File: src/rtl/console_pkg.sv
// Shared types and constants for the text console stream writer.
package console_pkg;

  localparam int unsigned NumRowsDefault = 3;
  localparam int unsigned NumColsDefault = 10;

  // Control codes recognised in the byte stream.
  localparam logic [7:0] CH_BS         = 8'h08;
  localparam logic [7:0] CH_LF         = 8'h0A;
  localparam logic [7:0] CH_FF         = 8'h0C;
  localparam logic [7:0] CH_CR         = 8'h0D;
  localparam logic [7:0] CH_COLOR_BASE = 8'h10;
  localparam logic [7:0] CH_SPACE      = 8'h20;
  localparam logic [7:0] CH_TILDE      = 8'h7E;

  typedef enum logic [1:0] {
    StIdle,
    StScroll,
    StClearRow,
    StClearAll
  } state_e;

  // One character cell as stored in the text buffer.
  typedef struct packed {
    logic [1:0] color;
    logic [6:0] ascii;
  } cell_t;

endpackage

File: src/rtl/console_cursor.sv
// Cursor row/column tracking with an incrementally maintained linear address.
// Optional build macro: CONSOLE_LF_IMPLIES_CR_EN (LF also returns to column 0).
module console_cursor import console_pkg::*; #(
  parameter int unsigned NUM_ROWS = NumRowsDefault,
  parameter int unsigned NUM_COLS = NumColsDefault,
  parameter int unsigned ADDR_W   = 5
) (
  input  logic              clk,
  input  logic              reset,
  input  logic              advance_i,
  input  logic              newline_i,
  input  logic              cr_i,
  input  logic              back_i,
  input  logic              home_i,
  output logic              at_eol_o,
  output logic              needs_scroll_o,
  output logic [ADDR_W-1:0] addr_o
);

  localparam int unsigned ColW = (NUM_COLS > 1) ? $clog2(NUM_COLS) : 1;
  localparam int unsigned RowW = (NUM_ROWS > 1) ? $clog2(NUM_ROWS) : 1;
  localparam logic [ColW-1:0]   LastCol = ColW'(NUM_COLS - 1);
  localparam logic [RowW-1:0]   LastRow = RowW'(NUM_ROWS - 1);
  localparam logic [ADDR_W-1:0] ColsA   = ADDR_W'(NUM_COLS);
  localparam logic [ADDR_W-1:0] ColsM1A = ADDR_W'(NUM_COLS - 1);

  logic [ColW-1:0]   col_q, col_d;
  logic [RowW-1:0]   row_q, row_d;
  logic [ADDR_W-1:0] addr_q, addr_d;
  logic [ADDR_W-1:0] line_base;

  assign at_eol_o       = (col_q == LastCol);
  assign needs_scroll_o = (row_q == LastRow);
  assign addr_o         = addr_q;

  // Next cursor position; address tracks row*NUM_COLS+col by add/subtract only.
  always_comb begin
    col_d     = col_q;
    row_d     = row_q;
    addr_d    = addr_q;
    line_base = addr_q;
    if (home_i) begin
      col_d  = '0;
      row_d  = '0;
      addr_d = '0;
    end else if (advance_i) begin
      if (col_q != LastCol) begin
        col_d  = col_q + ColW'(1);
        addr_d = addr_q + ADDR_W'(1);
      end else begin
        col_d = '0;
        if (row_q != LastRow) begin
          row_d  = row_q + RowW'(1);
          addr_d = addr_q + ADDR_W'(1);
        end else begin
          // Last row stays put; the buffer scrolls underneath it.
          addr_d = addr_q - ColsM1A;
        end
      end
    end else if (newline_i) begin
`ifdef CONSOLE_LF_IMPLIES_CR_EN
      col_d     = '0;
      line_base = addr_q - ADDR_W'(col_q);
`else
      line_base = addr_q;
`endif
      if (row_q != LastRow) begin
        row_d  = row_q + RowW'(1);
        addr_d = line_base + ColsA;
      end else begin
        addr_d = line_base;
      end
    end else if (cr_i) begin
      col_d  = '0;
      addr_d = addr_q - ADDR_W'(col_q);
    end else if (back_i && (col_q != '0)) begin
      col_d  = col_q - ColW'(1);
      addr_d = addr_q - ADDR_W'(1);
    end
  end

  // Cursor state registers.
  always_ff @(posedge clk or posedge reset) begin
    if (reset) begin
      col_q  <= '0;
      row_q  <= '0;
      addr_q <= '0;
    end else begin
      col_q  <= col_d;
      row_q  <= row_d;
      addr_q <= addr_d;
    end
  end

endmodule

File: src/rtl/console_stream_writer.sv
// Byte-stream front-end that turns ASCII and control codes into text buffer writes.
// Optional build macro: CONSOLE_LF_IMPLIES_CR_EN (handled in console_cursor).
module console_stream_writer import console_pkg::*; #(
  parameter int unsigned NUM_ROWS      = NumRowsDefault,
  parameter int unsigned NUM_COLS      = NumColsDefault,
  parameter int unsigned ADDR_W        = 5,
  parameter logic [1:0]  DEFAULT_COLOR = 2'b00
) (
  input  logic              clk,
  input  logic              reset,
  input  logic [7:0]        in_data,
  input  logic              in_valid,
  output logic              in_ready,
  output logic              buf_we,
  output logic [ADDR_W-1:0] buf_addr,
  output logic [8:0]        buf_wdata,
  output logic [ADDR_W-1:0] buf_raddr,
  input  logic [8:0]        buf_rdata,
  output logic [ADDR_W-1:0] cursor_addr,
  output logic              busy
);

  localparam logic [ADDR_W-1:0] ColsA       = ADDR_W'(NUM_COLS);
  localparam logic [ADDR_W-1:0] ScrollLast  = ADDR_W'((NUM_ROWS - 1) * NUM_COLS - 1);
  localparam logic [ADDR_W-1:0] LastRowBase = ADDR_W'((NUM_ROWS - 1) * NUM_COLS);
  localparam logic [ADDR_W-1:0] CellLast    = ADDR_W'(NUM_ROWS * NUM_COLS - 1);

  state_e            state_q, state_d;
  logic [ADDR_W-1:0] k_q, k_d;
  logic [1:0]        color_q, color_d;
  logic              we_q, we_d;
  logic [ADDR_W-1:0] addr_q, addr_d;
  cell_t             wdata_q, wdata_d;

  logic cur_adv, cur_nl, cur_cr, cur_back, cur_home;
  logic at_eol, needs_scroll;
  logic xfer, is_print;

  console_cursor #(
    .NUM_ROWS (NUM_ROWS),
    .NUM_COLS (NUM_COLS),
    .ADDR_W   (ADDR_W)
  ) u_cursor (
    .clk            (clk),
    .reset          (reset),
    .advance_i      (cur_adv),
    .newline_i      (cur_nl),
    .cr_i           (cur_cr),
    .back_i         (cur_back),
    .home_i         (cur_home),
    .at_eol_o       (at_eol),
    .needs_scroll_o (needs_scroll),
    .addr_o         (cursor_addr)
  );

  assign in_ready  = (state_q == StIdle) && !reset;
  assign busy      = (state_q != StIdle);
  assign xfer      = in_valid && in_ready;
  assign is_print  = (in_data >= CH_SPACE) && (in_data <= CH_TILDE);
  assign buf_we    = we_q;
  assign buf_addr  = addr_q;
  assign buf_wdata = wdata_q;
  // Read address is only meaningful while copying rows up.
  assign buf_raddr = (state_q == StScroll) ? (k_q + ColsA) : '0;

  // Byte decode, scroll/clear sequencing and the registered write port.
  always_comb begin
    state_d  = state_q;
    k_d      = k_q;
    color_d  = color_q;
    we_d     = 1'b0;
    addr_d   = addr_q;
    wdata_d  = wdata_q;
    cur_adv  = 1'b0;
    cur_nl   = 1'b0;
    cur_cr   = 1'b0;
    cur_back = 1'b0;
    cur_home = 1'b0;
    unique case (state_q)
      StIdle: begin
        if (xfer) begin
          if (is_print) begin
            we_d          = 1'b1;
            addr_d        = cursor_addr;
            wdata_d.color = color_q;
            wdata_d.ascii = in_data[6:0];
            cur_adv       = 1'b1;
            if (at_eol && needs_scroll) begin
              state_d = StScroll;
              k_d     = '0;
            end
          end else if (in_data == CH_CR) begin
            cur_cr = 1'b1;
          end else if (in_data == CH_LF) begin
            cur_nl = 1'b1;
            if (needs_scroll) begin
              state_d = StScroll;
              k_d     = '0;
            end
          end else if (in_data == CH_BS) begin
            cur_back = 1'b1;
          end else if (in_data == CH_FF) begin
            cur_home = 1'b1;
            state_d  = StClearAll;
            k_d      = '0;
          end else if (in_data[7:2] == CH_COLOR_BASE[7:2]) begin
            color_d = in_data[1:0];
          end
        end
      end
      StScroll: begin
        // Cell k+NUM_COLS was read this cycle; it lands at k next cycle.
        we_d    = 1'b1;
        addr_d  = k_q;
        wdata_d = cell_t'(buf_rdata);
        if (k_q == ScrollLast) begin
          state_d = StClearRow;
          k_d     = LastRowBase;
        end else begin
          k_d = k_q + ADDR_W'(1);
        end
      end
      StClearRow, StClearAll: begin
        we_d          = 1'b1;
        addr_d        = k_q;
        wdata_d.color = color_q;
        wdata_d.ascii = CH_SPACE[6:0];
        if (k_q == CellLast) begin
          state_d = StIdle;
        end else begin
          k_d = k_q + ADDR_W'(1);
        end
      end
      default: state_d = StIdle;
    endcase
  end

  // State, colour and write pipeline registers.
  always_ff @(posedge clk or posedge reset) begin
    if (reset) begin
      state_q <= StIdle;
      k_q     <= '0;
      color_q <= DEFAULT_COLOR;
      we_q    <= 1'b0;
      addr_q  <= '0;
      wdata_q <= '0;
    end else begin
      state_q <= state_d;
      k_q     <= k_d;
      color_q <= color_d;
      we_q    <= we_d;
      addr_q  <= addr_d;
      wdata_q <= wdata_d;
    end
  end

endmodule

File: config.mk
export PLATFORM = sky130hd
export DESIGN_NAME = console_stream_writer
export DESIGN_NICKNAME = d
export VERILOG_FILES = /design/src/rtl/console_pkg.sv /design/src/rtl/console_cursor.sv /design/src/rtl/console_stream_writer.sv
export SDC_FILE = /design/constraint.sdc
export NUM_CORES = 1
export LEC_CHECK = 0
export BUFFER_PORTS_ARGS = -buffer_cell sky130_fd_sc_hd__buf_2
export CORE_MARGIN = 5
export CORE_UTILIZATION = 51
export CTS_CLUSTER_SIZE = 20
export DETAILED_ROUTE_END_ITERATION = 6
export GPL_TIMING_DRIVEN = 0
export PLACE_DENSITY = 0.75
export SETUP_SLACK_MARGIN = 0.4
export SLEW_MARGIN = 20
export SYNTH_ARGS = -nofsm -noshare
export SYNTH_HDL_FRONTEND = slang
export SYNTH_HIERARCHICAL = 1
export SYNTH_SLANG_ARGS = --single-unit
export TNS_END_PERCENT = 50
File: constraint.sdc
create_clock -name clk -period 2.7 [get_ports clk]
set_input_delay 0.81 -clock clk [delete_from_list [all_inputs] [get_ports clk]]
set_output_delay 0.81 -clock clk [all_outputs]
set_load 0.01 [all_outputs]
==> results.json <==
{
  "max-vdd-ir-drop_uv": 473.0,
  "yosysUniqueCellTypes": 58,
  "grt_pass1_vias": 2401,
  "worstSkewPairLatency_ns": 0.30,
  "setup_tns_ns": -0.4693,
  "nNetsFinal": 387,
  "cts_root_buffer": "clkbuf_8",
  "clk_pin_slew_ns": 0.08,
  "clockBufferDepth": 2,
  "stdcell_count": 417,
  "period_needed_ns": 2.920,
  "die_h_um": 81.08,
  "crit_chain": "buf_8 -> nor3_4 -> and2_4 -> nand2_2 -> nor4_2 -> buf_4 -> nand2_4 -> ha_4 -> fa_2 -> nor2b_1 -> o21ai_1 -> a21oi_1 -> o22a_1 -> mux2_4",
  "critPathSlowestCell": "fa_2",
  "synth_edf_count": 0,
  "p_comb_share_pct": 59.4,
  "synth_area_leaders": "dfrtp_1 (34%), ha_1 (8.3%), nor2_1 (5.4%), mux2i_1 (4.3%), a211oi_1 (3.5%)",
  "worstSetupPathType": "in -> reg",
  "globalRouteOverflowTotal": 0,
  "p_switching_mw": 1.555,
  "routed_wl_mm": 6.808,
  "ys_warn_count": 6,
  "start_kind": "input port",
  "ant_nets": 0,
  "p_seq_share_pct": 28.5,
  "cp.arrival_ns": 3.11,
  "drv_slew": 0,
  "post-place-ws_ns": -0.7113,
  "critPathMaxStageDelay_ns": 0.36,
  "antenna_found_initial": 0,
  "path_buf_inv": 2,
  "htree_levels": 2,
  "grt_max_degree": 25,
  "initial_core_util_pct": 53.48,
  "ys_seq_area_share_pct": 34.00,
  "violations": "negative setup slack",
  "first_pass_iters": 4,
  "synthCells": 277,
  "crit_family": "simple AND/OR/NAND/NOR gates",
  "hold_class": "reg -> reg",
  "setup_viol": 3,
  "dp_hpwl_mm": 4.651,
  "async_flop_share_pct": 100.0,
  "fillers": 384,
  "min_from": "buf_addr[3]",
  "synth_area_um2": 2576,
  "pwr-share-clk_pct": 12.1,
  "p_leak_nw": 1.567,
  "cts_sinks": 35,
  "swShare_pct": 44.65,
  "cp_data_required_time_ns": 2.89,
  "core_area_um2": 4817,
  "period_share_pct": 108.1,
  "rows": 25,
  "ys_seq_elements": 35,
  "cts_buffers": 5,
  "final_util_pct": 69.58,
  "fin_ws_ns": -0.2197,
  "internal_power_mw": 1.928,
  "rsz0062_at_grt": "true",
  "max_freq_mhz": 342.5,
  "drcViolationCount": 0,
  "syn2layout_area_growth_pct": 30.11,
  "r2r-start": "state_q[0]",
  "synth_ff_type": "dfrtp_1",
  "first_iter_violations": 152,
  "place_congestion": 0.8385,
  "path_max_fanout": 3,
  "diodes": 0,
  "tritoncts": "done",
  "synth_top_area_share_pct": 34.00,
  "clock_skew_ns": 0.008502,
  "p_per_area_nw_per_um2": 1039,
  "syn-num-nets": 315,
  "seq_area_um2": 875.8,
  "avgSynthCellArea_um2": 9.300,
  "relSlewSlack_pct": 37.20,
  "multi_input_area_um2": 1719,
  "avgRoutedWirePerCell_um": 16.33,
  "die-area_um2": 6573,
  "drv_cap": 0,
  "synth.largest_area_cell": "dfrtp_1",
  "worstMarginPinSlew_ns": 0.9409,
  "status": "finished, violations left",
  "die-width_um": 81.08,
  "ioPinCount": 47,
  "grt_pass1_wl_mm": 11.01,
  "port_buffers": 46,
  "dp.cells": 390,
  "drive_above_1_share_pct": 37.14,
  "critPathLaunch": "reset",
  "dr_total_vias": 2387,
  "endpoint_kind": "flip-flop",
  "gr-usage-all-layers_pct": 21.77,
  "viasPerCell": 5.724,
  "hold_viol_final": 0
}
-- synthesized netlist by cell type (all sizes together), types with 7 or more instances --
master / number
nor3: 8
nand2b: 7
a211oi: 12
a21oi: 12
inv: 21
nor2: 40
nand2: 19
mux2i: 11
ha: 17
dfrtp: 35
o21ai: 8
clkbuf: 8
-- final timing paths --
path	end	slack (ns)	cells after the start
min in group asynchronous	u_cursor/row_q[0]	0.66	3
max reg2reg	u_cursor/addr_o[4]	-0.19	14
min	buf_addr[3]	0.48	1
min reg2reg	buf_addr[3]	0.48	1
max	u_cursor/addr_o[4]	-0.22	14
max in group asynchronous	buf_wdata[2]	1.27	3
-- per-layer routing --
layer	track usage [%]	part of all wire [%]	vias to the layer above
met5	0	0	-
met4	9.797	1.9	0
met3	4.102	6.0	10
met2	38.10	51	90
met1	25.76	42	1155
li1	-	-	1132
-- registers in the layout, indices dropped and copies added, names as in the netlist --
| signal | count |
|---|---|
| buf_wdata | 9 |
| buf_addr | 5 |
| u_cursor/row_q | 2 |
| buf_we | 1 |
| u_cursor/addr_o | 5 |
| color_q | 2 |
| k_q | 5 |
| state_q | 2 |
| u_cursor/col_q | 4 |
-- power by group through the flow --
| stage | clock network, mW | logic (mW) | registers [mW] |
|---|---|---|---|
| after CTS | 0.434 | 1.97 | 0.983 |
| after detailed placement | 0 | 1.86 | 0.988 |
| final | 0.422 | 2.07 | 0.992 |
| after floorplan | 0 | 1.32 | 1.00 |
| after global placement | 0 | 1.79 | 0.976 |
| after global routing | 0.453 | 2.29 | 1.03 |
-- kinds of logic (layout without fill, tap and decap cells) --
kind of cell    after synthesis  in the layout  synth area share, %
buf+inv                      35            108                5.974
mux                          17             17                7.188
xor+xnor                     10             10                3.400
flops                        35             35                34.00
simple gates                 94             94                19.96
fa+ha+maj                    18             18                9.033
compound gates               68             68                20.45
-- layout by cell type, fill, tap and decap left out, types with 5 or more instances in the layout --
master and instances:
buf_2 45, nor2_1 36, dfrtp_1 35, inv_1 20, buf_4 19, nand2_1 13
ha_1 13, a211oi_1 12, mux2i_1 11, a21oi_1 10, nand2b_1 7, buf_6 6
clkbuf_8 6, nor3_4 5, xor2_1 5, nor2b_1 5
-- through the flow --
step	total power, mW	instance area (um^2)	hold slack, ns
3_5_place_dp	2.849	2917	0.4646
3_3_place_gp	2.769	2917	0.4580
6_report	3.483	3352	0.4800
2_1_floorplan	2.321	2603	0.4544
5_1_grt	3.775	3352	0.5064
4_1_cts	3.391	3279	0.4833
-- what timing repair did --
action / in CTS / in global routing
buffers inserted: 16 / 3
gates resized for setup: 34 / 15
pin swaps: 20 / 8
setup endpoints to repair: 12 / 14
hold buffers: 0 / 0
-- layout make-up --
cell class                      count  area share (%)
Inverter                           21           2.352
Tap cell                           67           2.501
Clock inverter                      2          0.4853
Clock buffer                        6           2.464
Sequential cell                    35           26.13
Timing Repair Buffer               65           12.13
Buffer                             14           2.650
Multi-Input combinational cell    207           51.29
Note: power is estimated with default switching activity, not from simulation.
